--- src/rtl/square_lut_rr_arbiter.sv ---
// Round-robin arbiter sharing one signed 4-bit square LUT among NumReq requesters.
// The result is held in a single response slot tagged with the requester ID.
module square_lut_rr_arbiter #(
  parameter int unsigned NumReq = 4,
  localparam int unsigned IdW = $clog2(NumReq)
) (
  input  logic                  clk_i,
  input  logic                  rst_ni,
  input  logic [NumReq-1:0]     req_valid_i,
  input  logic [4*NumReq-1:0]   req_data_i,
  output logic [NumReq-1:0]     req_ready_o,
  output logic                  rsp_valid_o,
  input  logic                  rsp_ready_i,
  output logic [7:0]            rsp_data_o,
  output logic [IdW-1:0]        rsp_id_o
);

  logic [IdW-1:0] ptr_q, ptr_d;
  logic           rsp_valid_q, rsp_valid_d;
  logic [7:0]     rsp_data_q, rsp_data_d;
  logic [IdW-1:0] rsp_id_q, rsp_id_d;

  logic           slot_free;
  logic           gnt_found;
  logic [IdW-1:0] gnt_idx;
  logic [IdW:0]   idx_ext;
  logic [3:0]     operand;
  logic [7:0]     lut_out;

  assign slot_free = !rsp_valid_q || rsp_ready_i;

  // Circular search starting at the pointer; the extra bit absorbs the wrap.
  always_comb begin
    gnt_found = 1'b0;
    gnt_idx   = '0;
    idx_ext   = '0;
    for (int unsigned k = 0; k < NumReq; k++) begin
      idx_ext = {1'b0, ptr_q} + (IdW+1)'(k);
      if (idx_ext >= (IdW+1)'(NumReq)) begin
        idx_ext = idx_ext - (IdW+1)'(NumReq);
      end
      if (!gnt_found && req_valid_i[idx_ext[IdW-1:0]]) begin
        gnt_found = 1'b1;
        gnt_idx   = idx_ext[IdW-1:0];
      end
    end
  end

  // Reset gates the grant so no requester sees ready while held in reset.
  always_comb begin
    req_ready_o = '0;
    if (rst_ni && slot_free && gnt_found) begin
      req_ready_o[gnt_idx] = 1'b1;
    end
  end

  assign operand = req_data_i[{gnt_idx, 2'b00} +: 4];

  always_comb begin
    lut_out = 8'd0;
    unique case (operand)
      4'h0: lut_out = 8'd0;
      4'h1: lut_out = 8'd1;
      4'h2: lut_out = 8'd4;
      4'h3: lut_out = 8'd9;
      4'h4: lut_out = 8'd16;
      4'h5: lut_out = 8'd25;
      4'h6: lut_out = 8'd36;
      4'h7: lut_out = 8'd49;
      4'h8: lut_out = 8'd64;
      4'h9: lut_out = 8'd49;
      4'ha: lut_out = 8'd36;
      4'hb: lut_out = 8'd25;
      4'hc: lut_out = 8'd16;
      4'hd: lut_out = 8'd9;
      4'he: lut_out = 8'd4;
      4'hf: lut_out = 8'd1;
      default: lut_out = 8'd0;
    endcase
  end

  always_comb begin
    ptr_d       = ptr_q;
    rsp_valid_d = rsp_valid_q;
    rsp_data_d  = rsp_data_q;
    rsp_id_d    = rsp_id_q;
    if (slot_free && gnt_found) begin
      rsp_valid_d = 1'b1;
      rsp_data_d  = lut_out;
      rsp_id_d    = gnt_idx;
      ptr_d       = (gnt_idx == IdW'(NumReq - 1)) ? '0 : gnt_idx + IdW'(1);
    end else if (rsp_valid_q && rsp_ready_i) begin
      rsp_valid_d = 1'b0;
    end
  end

  always_ff @(posedge clk_i or negedge rst_ni) begin
    if (!rst_ni) begin
      ptr_q       <= '0;
      rsp_valid_q <= 1'b0;
      rsp_data_q  <= '0;
      rsp_id_q    <= '0;
    end else begin
      ptr_q       <= ptr_d;
      rsp_valid_q <= rsp_valid_d;
      rsp_data_q  <= rsp_data_d;
      rsp_id_q    <= rsp_id_d;
    end
  end

  assign rsp_valid_o = rsp_valid_q;
  assign rsp_data_o  = rsp_data_q;
  assign rsp_id_o    = rsp_id_q;

endmodule

--- config.mk ---
export PLATFORM = sky130hd
export DESIGN_NAME = square_lut_rr_arbiter
export DESIGN_NICKNAME = d
export VERILOG_FILES = /design/src/rtl/square_lut_rr_arbiter.sv
export SDC_FILE = /design/constraint.sdc
export NUM_CORES = 1
export LEC_CHECK = 0
export ABC_AREA = 1
export ABC_CLOCK_PERIOD_IN_PS = 2300
export BUFFER_PORTS_ARGS = -buffer_cell sky130_fd_sc_hd__buf_2
export CAP_MARGIN = 10
export CORE_ASPECT_RATIO = 0.75
export CORE_MARGIN = 3
export CORE_UTILIZATION = 50
export DETAILED_ROUTE_END_ITERATION = 8
export HOLD_SLACK_MARGIN = 0.1
export PLACE_DENSITY = 0.9
export SYNTH_ARGS = -nofsm -noshare
export SYNTH_HDL_FRONTEND = slang
export SYNTH_SLANG_ARGS = --single-unit
export TNS_END_PERCENT = 50
--- constraint.sdc ---
create_clock -name clk_i -period 2.3 [get_ports clk_i]
set_input_delay 0.115 -clock clk_i [delete_from_list [all_inputs] [get_ports clk_i]]
set_output_delay 0.115 -clock clk_i [all_outputs]
set_load 0.03 [all_outputs]
==> results of run 1 <==
state kept, by name (all words and copies together) (netlist names):
| signal | count |
|---|---|
| rsp_id_o | 2 |
| ptr_q | 2 |
| rsp_data_o | 6 |
| rsp_valid_o | 1 |
final timing paths:
check / cells after the start / to / slack (ns) / startpoint
worst max register to register: 16 / rsp_data_o[4] / -0.06 / ptr_q[0]
worst min register to register: 2 / rsp_data_o[3] / 0.48 / rsp_data_o[3]
min in group asynchronous: 2 / rsp_id_o[1] / 0.23 / rst_ni
worst min-delay path: 4 / rsp_valid_o / 0.12 / rsp_ready_i
worst max-delay path: 13 / req_ready_o[3] / -0.08 / ptr_q[0]
max in group asynchronous: 2 / ptr_q[1] / 1.83 / rst_ni
stage by stage:
stage / hold WS (ns) / utilization / TNS [ns] / std cells / cell area [µm²]
floorplan: -0.1806 / - / 0 / 187 / 1166
global placement: -0.002705 / 0.6488 / 0 / 245 / 1364
detailed placement: 0.001701 / 0.6488 / 0 / 245 / 1364
CTS: 0.1199 / 0.6970 / -0.01305 / 256 / 1465
global route: 0.1347 / 0.8869 / -1.072 / 272 / 1864
finish: 0.1153 / 0.8869 / -0.2591 / 272 / 1864
routing by layer:
metal | vias up | part of all wire | global-route usage
li1 | 702 | - | -
met1 | 735 | 0.41 | 0.2846
met2 | 117 | 0.48 | 0.3299
met3 | 9 | 0.11 | 0.01887
met4 | 0 | 0.013 | 0.06780
met5 | - | 0 | 0
cell usage in the layout (no fill, tap or decap), types with 2 or more instances in the layout:
cell type / Yosys / layout
sky130_fd_sc_hd__a21oi_2: 2 / 3
sky130_fd_sc_hd__buf_2: 0 / 31
sky130_fd_sc_hd__buf_4: 2 / 23
sky130_fd_sc_hd__buf_6: 1 / 4
sky130_fd_sc_hd__clkbuf_4: 0 / 3
sky130_fd_sc_hd__conb_1: 1 / 2
sky130_fd_sc_hd__dfrtp_1: 11 / 9
sky130_fd_sc_hd__dfrtp_2: 0 / 2
sky130_fd_sc_hd__ha_1: 4 / 2
sky130_fd_sc_hd__ha_4: 0 / 2
sky130_fd_sc_hd__inv_1: 22 / 19
sky130_fd_sc_hd__inv_2: 3 / 2
sky130_fd_sc_hd__inv_4: 0 / 3
sky130_fd_sc_hd__nand2_1: 61 / 45
sky130_fd_sc_hd__nand2_2: 17 / 21
sky130_fd_sc_hd__nand2_4: 3 / 12
sky130_fd_sc_hd__nand2_8: 0 / 3
sky130_fd_sc_hd__nand3_1: 22 / 17
sky130_fd_sc_hd__nand3_2: 5 / 6
sky130_fd_sc_hd__nand3_4: 0 / 4
sky130_fd_sc_hd__nand3b_1: 2 / 2
sky130_fd_sc_hd__nor2_1: 12 / 8
sky130_fd_sc_hd__nor2_2: 2 / 5
sky130_fd_sc_hd__nor2_4: 2 / 3
sky130_fd_sc_hd__o21ai_0: 6 / 4
sky130_fd_sc_hd__o21ai_1: 2 / 3
worst min-delay path, stage by stage:
cell	delay, ns
sky130_fd_sc_hd__buf_2	0.07
sky130_fd_sc_hd__inv_1	0.03
sky130_fd_sc_hd__nand2_1	0.08
sky130_fd_sc_hd__nand2_1	0.06
kinds of logic after synthesis:
family | share of synthesized area
other | 0.003226
adders and majority gates | 0.04306
buffers and inverters | 0.1098
and+or+nand+nor | 0.5425
DFF | 0.2368
AOI/OAI and AO/OA | 0.06459
area by class of cell:
cell class                      count  area (µm²)
Multi-Input combinational cell    146        1015
Timing Repair Buffer               60       397.9
Sequential cell                    11       277.8
Fill cell                          92       237.7
Inverter                           26       110.1
Tap cell                           24       30.03
Clock buffer                        4       26.28
Timing Repair inverter              1       7.507
timing repair:
item,in CTS,in global routing
hold endpoints to repair,11,0
pin swaps,2,30
resized for setup,8,70
buffers inserted,5,16
setup endpoints to repair,4,9
hold buffers,1,0
gates cloned,1,0
==> impl_results.md, run 1 <==
* Outcome: finished, violations left
* Violated checks: negative setup slack
* Portion of synthesized cell area occupied by the leading cell type at 0.2368
* Overall fraction of global-route tracks in use at 0.2033
* Post-synthesis cell count at 186
* CTS buffer count at 3
* Layout cell share with drive strength beyond 1 at 0.5363
* Hold violation total from the final report at 0
* Number of max-slew violations in the final report at 0
* IO Port Bufs at 35
* Clock tree from TritonCTS: yes
* Clk_lat worst skew at 0.27 ns
* Synth cell types at 24
* Layout-stage area growth over the synthesis result at 60.39%
* CP max stage delay at 0.46 ns
* Min setup slack post-route at -0.07737 ns
* Post-synth design cell area at 0.001162 mm²
* Standard-cell row count at 14
* Most instantiated flip-flop cell in the synthesis netlist: sky130_fd_sc_hd__dfrtp_1
* Number of design-rule violations left by the first detailed-router iteration at 143
* Unrepaired setup endpoints after global routing: true
* Tcrit/Tclk final at 1.034
* Share of flip-flops with an asynchronous set or reset at 1.000
* Worst clock skew on the final layout at 0.003302 ns
* Largest net degree at the start of global routing at 13
* Die H at 47.76 µm
* Die area at 0.002945 mm²
* Die X-Extent at 61.68 µm
* Via-to-Cell Ratio at 5.746
* Leading cell type by number of instances after synthesis: sky130_fd_sc_hd__nand2_1
* Critical Path Most Common Cell: sky130_fd_sc_hd__nor2_2
* Clk root buf: sky130_fd_sc_hd__clkbuf_4
* WP data arrival at 2.26 ns
* DRC violation count after routing at 0
* Area contributors post-synth: sky130_fd_sc_hd__dfrtp_1 (24%), sky130_fd_sc_hd__nand2_1 (20%), sky130_fd_sc_hd__nand3_1 (9.5%), sky130_fd_sc_hd__nand2_2 (9.1%), sky130_fd_sc_hd__inv_1 (7.1%)
* Critical Path Start Type: register
* Commonest cells in the synthesized netlist: sky130_fd_sc_hd__nand2_1 (61), sky130_fd_sc_hd__inv_1 (22), sky130_fd_sc_hd__nand3_1 (22)
* Final routed wire length divided by cell count at 16.79 µm
* Pre-CTS setup slack at 0.1746 ns
* Diodes inserted at 0
* Post-synthesis sequential element count at 11
* Initial standard-cell utilization of the core at 0.5530
* Dpl hpwl at 2162 µm
* Largest delay contributor family on the critical path: simple AND/OR/NAND/NOR gates
* Global-route wire length before repair at 4519 µm
* Worst setup path class: reg -> out
* Maximum fanout encountered on the critical timing path at 8
* WP buf/inv at 3
* Clock slew at reported path FFs at 0.07 ns
* Max clock buf depth at 2
* Area of the core at 0.002102 mm²
* Grt total ovfl at 0
* First-pass DRT Iterations at 7
* Vias at 1563
* Antenna violations before repair at 0
* Maximum achievable frequency at 0.4206 GHz
* Average cell area after synthesis at 6.249 µm²
* Proportion of synthesized chip area in sequential cells at 0.2368
* Setup Viol. Count Final at 6
* Final weighted congestion of routability-driven global placement at 0.8802
* Final routed wirelength across all metal layers at 4566 µm
* Capturing element type of the critical path: output port
* TritonCTS Sinks at 11
* CP max-delay cell: sky130_fd_sc_hd__dfrtp_2
* Max-capacitance violation count at 0
* H-tree depth at 1
* Final critical-path required period at 2.377 ns
* Cell accounting for the most synthesized area: sky130_fd_sc_hd__dfrtp_1
* Critical-path cell list: buf_8, nand2_4, nand2_1, nand2_1, nand2_2, nand3_4, nor2_2, nor2_2, nor2_4, ha_4, inv_2, nor2_2, buf_6
* Count of pins on the block boundary at 38
* Final ANT Viol Nets at 0
* Classification of the worst-slack hold path: in -> reg
* Data required time of the worst path at 2.18 ns
* Yosys synthesis warning count at 0
* Nets@finish at 276
* Vias in the first global route at 1072
* Count of flip-flops with a built-in enable after synthesis at 0
Power of run 1 is left out: the tool's default activity adds up to more than one toggle a clock period on the data nets, which glitch-free logic cannot reach.
==> run 2: changes to the inputs <==
- CORE_MARGIN: 3 -> 5
- TNS_END_PERCENT: 50 -> default
==> run 2 against run 1 <==
- the run now ends clean
- design area is 12% lower
- sequential share of layout area is 2.1 points higher
- register-to-register slack better by 0.17 ns
- wire length is 24% lower
- highest routed layer unchanged
- worst setup slack better by 0.11 ns
- first-iteration DRC count is 52% lower
- worst hold slack better by 0.15 ns
==> impl_results.md, run 2 (synthesis results as in run 1) <==
* Outcome: completed
* Number of max-slew violations in the final report at 0
* H-tree depth at 1
* Critical Path Most Common Cell: sky130_fd_sc_hd__nor2_4
* Largest net degree at the start of global routing at 13
* Data required time of the worst path at 2.18 ns
* Top library cells by usage in the layout, fill and taps aside: sky130_fd_sc_hd__nand2_1 (57), sky130_fd_sc_hd__buf_2 (31), sky130_fd_sc_hd__inv_1 (20), sky130_fd_sc_hd__nand3_1 (20), sky130_fd_sc_hd__nand2_2 (19)
* Hold violation total from the final report at 0
* First-pass DRT Iterations at 4
* Pre-CTS setup slack at 0.2045 ns
* Classification of the worst-slack hold path: in -> async
* CTS buffer count at 3
* Die X-Extent at 65.68 µm
* Total Neg Setup Slack at 0 ns
* DRC violation count after routing at 0
* Most common cell after layout, fill and taps aside: sky130_fd_sc_hd__nand2_1
* Maximum fanout encountered on the critical timing path at 10
* IO Port Bufs at 35
* TritonCTS Sinks at 11
* Critical-path cell list: buf_8, nand2_2, nand3_4, nand2_4, inv_2, nand3_2, nor2_4, buf_4, nor2_4, ha_1, inv_1, nor2_2, buf_6
* Clk root buf: sky130_fd_sc_hd__clkbuf_4
* Number of fill cells in the layout at 173
* Largest delay contributor family on the critical path: simple AND/OR/NAND/NOR gates
* Final routed wire length divided by cell count at 13.08 µm
* Final critical-path required period at 2.269 ns
* Overall fraction of global-route tracks in use at 0.1748
* Standard-cell row count at 15
* Initial standard-cell utilization of the core at 0.5161
* Min setup slack post-route at 0.03090 ns
* Count of pins on the block boundary at 38
* Clock slew at reported path FFs at 0.06 ns
* Layout-stage area growth over the synthesis result at 40.37%
* Footprint of the multi-input gates at 840.8 µm²
* Via-to-Cell Ratio at 5.248
* Max FFs per register at 6
* Grt total ovfl at 0
* Global-route wire length before repair at 4643 µm
* Layout cell share with drive strength beyond 1 at 0.4523
* Number of design-rule violations left by the first detailed-router iteration at 69
* Critical Path Start Type: register
* Nets@finish at 269
* Capturing element type of the critical path: output port
* Maximum achievable frequency at 0.4407 GHz
* Diodes inserted at 0
* Dpl hpwl at 2222 µm
* WP data arrival at 2.15 ns
* Tcrit/Tclk final at 0.9866
* Die H at 51.76 µm
* Die area at 0.003399 mm²
* CP max stage delay at 0.45 ns
* Final routed wirelength across all metal layers at 3480 µm
* Final weighted congestion of routability-driven global placement at 0.8808
* Clk_lat worst skew at 0.26 ns
* Final ANT Viol Nets at 0
* Register area at 277.8 µm²
* CP max-delay cell: sky130_fd_sc_hd__dfrtp_2
* Max-capacitance violation count at 0
* Area of the core at 0.002252 mm²
* Vias at 1396
* Worst setup path class: reg -> out
* Vias in the first global route at 1103
* Max clock buf depth at 2
* Antenna violations before repair at 0
* WP buf/inv at 5
* Setup Viol. Count Final at 0
* Clock tree from TritonCTS: yes
* Worst clock skew on the final layout at 0.002104 ns
* Unrepaired setup endpoints after global routing: true
## run 2: cell types whose count changed in the layout (fill, tap and decap cells not counted), sizes merged
cell	change
dlygate4sd3	+1
buf	-8
## run 2: routing by layer
layer,wire length [µm],vias up,GRT usage,part of all wire
li1,-,688,-,-
met1,1485,626,0.2348,0.43
met2,1665,76,0.2629,0.48
met3,263,6,0.02160,0.076
met4,65,0,0.1138,0.019
met5,0,-,0,0
## run 2: worst paths after layout
kind | start | endpoint | slack, ns | depth (start not counted)
hold / removal | rst_ni | rsp_data_o[0] | 0.27 | 2
hold reg to reg | rsp_data_o[3] | rsp_data_o[3] | 0.48 | 2
min in group clk_i | req_data_i[0] | rsp_data_o[0] | 0.32 | 5
setup reg to reg | ptr_q[0] | rsp_data_o[3] | 0.11 | 15
setup / recovery | ptr_q[0] | req_ready_o[2] | 0.03 | 13
max in group asynchronous | rst_ni | ptr_q[0] | 1.81 | 2
## run 2: repair_timing
item / CTS / global route
resized for setup: 5 / 33
hold endpoints to repair: 12 / 0
setup buffers: 2 / 11
gates cloned: 0 / 1
pin swaps: 3 / 10
hold buffers: 2 / 0
setup endpoints to repair: 4 / 8
## run 2: final cells by class
cell class                      count  share of cell area
Clock buffer                        4             0.01610
Sequential cell                    11              0.1702
Inverter                           26             0.06135
Multi-Input combinational cell    146              0.5153
Tap cell                           25             0.01917
Timing Repair inverter              1            0.004601
Timing Repair Buffer               53              0.2132
## run 2: worst reg2reg max path: stages (launching register included)
cell,delay [ns]
sky130_fd_sc_hd__dfrtp_2,0.45
sky130_fd_sc_hd__buf_8,0.16
sky130_fd_sc_hd__nand2_2,0.12
sky130_fd_sc_hd__nand3_4,0.10
sky130_fd_sc_hd__nand2_4,0.12
sky130_fd_sc_hd__inv_2,0.07
sky130_fd_sc_hd__a21oi_2,0.18
sky130_fd_sc_hd__nand2_4,0.08
sky130_fd_sc_hd__nand2_4,0.10
sky130_fd_sc_hd__buf_4,0.14
sky130_fd_sc_hd__nand2_1,0.07
sky130_fd_sc_hd__nand3_1,0.09
sky130_fd_sc_hd__nand2_2,0.09
sky130_fd_sc_hd__o21ai_0,0.19
sky130_fd_sc_hd__nand3_1,0.11
sky130_fd_sc_hd__nand2_1,0.07
## run 2: per-stage QoR
stage                 util  area [µm²]  instances  hold WS, ns
floorplan                -        1166        187      -0.1806
global placement    0.6061        1365        246    -0.003744
detailed placement  0.6061        1365        246    -0.001402
CTS                 0.6383        1438        254       0.2386
global route        0.7244        1632        266       0.2880
finish              0.7244        1632        266       0.2679
Power of run 2 is left out for the same reason.
==> run 3: changes to the inputs <==
- CORE_ASPECT_RATIO: 0.75 -> default
==> run 3 against run 2 <==
- the run now ends with negative setup slack left
- clock-buffer cell count is the same
- highest routed layer unchanged
- sequential cell count is the same
- clock skew grew 0.0051 ns
- cell count grew 2.3%
- register-to-register slack lost 0.24 ns
- global-route usage grew 0.56 points
- critical path depth grew 1
- critical endpoint is now req_ready_o[3]
==> impl_results.md, run 3 (synthesis results as in run 1) <==
* Outcome: finished, violations left
* Violated checks: negative setup slack
* H-tree depth at 1
* Vias at 1543
* Data required time of the worst path at 2.18 ns
* Die H at 58.22 µm
* CP max-delay cell: sky130_fd_sc_hd__dfrtp_2
* Final ANT Viol Nets at 0
* Number of max-slew violations in the final report at 0
* Final routed wirelength across all metal layers at 4725 µm
* Diodes inserted at 0
* Number of design-rule violations left by the first detailed-router iteration at 104
* Worst clock skew on the final layout at 0.007229 ns
* Vias in the first global route at 1161
* Tcrit/Tclk final at 1.065
* CP max stage delay at 0.48 ns
* Global-route wire length before repair at 4892 µm
* Clock tree from TritonCTS: yes
* Unrepaired setup endpoints after global routing: true
* Die X-Extent at 58.22 µm
* Critical-path cell list: clkinvlp_4, nand2_2, nand2_2, nand2_2, nand2_4, nor2_4, nand3_4, nand2_4, nand2_8, inv_8, ha_4, inv_2, nor2_2, buf_6
* GR met1 Demand/Resource at 0.2395
* Count of pins on the block boundary at 38
* First-pass DRT Iterations at 5
* Most common cell after layout, fill and taps aside: sky130_fd_sc_hd__nand2_1
* DRC violation count after routing at 0
* Hold violation total from the final report at 0
* Final routed wire length divided by cell count at 17.37 µm
* Grt total ovfl at 0
* Largest net degree at the start of global routing at 13
* Overall fraction of global-route tracks in use at 0.1804
* TritonCTS Sinks at 11
* Die area at 0.003389 mm²
* Maximum achievable frequency at 0.4084 GHz
* Critical Path Most Common Cell: sky130_fd_sc_hd__nand2_2
* Peak-usage layer in the global routing report: met2
* Nets@finish at 272
* Maximum fanout encountered on the critical timing path at 6
* Min setup slack post-route at -0.1487 ns
* WP data arrival at 2.33 ns
* DP Area at 0.001369 mm²
* Clock slew at reported path FFs at 0.08 ns
* Top library cells by usage in the layout, fill and taps aside: sky130_fd_sc_hd__nand2_1 (49), sky130_fd_sc_hd__buf_2 (31), sky130_fd_sc_hd__nand2_2 (18)
* Final weighted congestion of routability-driven global placement at 0.8374
* Capturing element type of the critical path: output port
* Initial standard-cell utilization of the core at 0.5255
* Clk root buf: sky130_fd_sc_hd__clkbuf_4
* Setup Viol. Count Final at 9
* Area of the core at 0.002212 mm²
* Met3 Use GR at 0.01782
* Final critical-path required period at 2.449 ns
* Max-capacitance violation count at 0
* Met2 usage in global routing at 0.3016
* Layout-stage area growth over the synthesis result at 58.88%
* Antenna violations before repair at 0
* Clk_lat worst skew at 0.28 ns
* Final std cell area, no fill at 0.001847 mm²
* Standard-cell row count at 17
* Classification of the worst-slack hold path: in -> async
* Layout cell share with drive strength beyond 1 at 0.5451
* Via-to-Cell Ratio at 5.673
* Max clock buf depth at 2
* Max FFs per register at 6
* Dpl hpwl at 2281 µm
* Critical Path Start Type: register
* CTS buffer count at 3
* IO Port Bufs at 35
* Worst setup path class: reg -> out
## run 3: cell count changes in the layout (fill, tap and decap cells not counted), moves of 4 or more
cell	before	now
sky130_fd_sc_hd__nand2_4	5	13
sky130_fd_sc_hd__buf_6	4	8
sky130_fd_sc_hd__ha_1	4	0
sky130_fd_sc_hd__nand3_1	20	14
sky130_fd_sc_hd__nand2_1	57	49
## run 3: worst paths after layout
path / from / end / slack [ns] / depth (start not counted)
worst max-delay path: ptr_q[0] / req_ready_o[3] / -0.15 / 14
worst min-delay path: rst_ni / rsp_valid_o / 0.24 / 2
worst max register to register: ptr_q[0] / rsp_data_o[5] / -0.13 / 17
worst min register to register: rsp_data_o[3] / rsp_data_o[3] / 0.51 / 2
max in group asynchronous: rst_ni / ptr_q[1] / 1.81 / 2
min in group clk_i: req_data_i[8] / rsp_data_o[0] / 0.36 / 5
## run 3: layout make-up
| class | instances | area, µm² |
|---|---|---|
| multi-input combinational | 146 | 1012 |
| timing repair buffer | 56 | 377.9 |
| fill | 124 | 365.4 |
| sequential | 11 | 277.8 |
| inverter | 26 | 110.1 |
| tap | 28 | 35.03 |
| clock buffer | 4 | 26.28 |
| timing repair inverter | 1 | 7.507 |
## run 3: what timing repair did
item,CTS,global route
setup buffers,3,12
hold endpoints to repair,12,0
hold buffers,2,0
setup endpoints to repair,4,8
pin swaps,3,33
resized for setup,5,80
cloned,0,2
## run 3: critical path, delay by kind of cell (launching register included)
family / cells / cell delay, ns
and+or+nand+nor: 9 / 0.96
adders and majority gates: 1 / 0.12
DFF: 1 / 0.48
buffers and inverters: 4 / 0.46
## run 3: through the flow
stage / utilization / setup slack (ns) / std cells / hold slack [ns] / setup TNS, ns
2_1_floorplan: - / 0.3028 / 187 / -0.1806 / 0
3_3_place_gp: 0.6188 / 0.2486 / 249 / -0.001704 / 0
3_5_place_dp: 0.6188 / 0.1965 / 249 / -0.002332 / 0
4_1_cts: 0.6578 / -0.007842 / 258 / 0.2398 / -0.007842
5_1_grt: 0.8348 / -0.2103 / 272 / 0.2718 / -1.575
6_report: 0.8348 / -0.1487 / 272 / 0.2401 / -0.9382
## run 3: metal layers
metal | vias to the layer above | wire [µm]
li1 | 695 | -
met1 | 703 | 1742
met2 | 128 | 2332
met3 | 17 | 515
met4 | 0 | 135
met5 | - | 0
Power of run 3 is left out for the same reason.
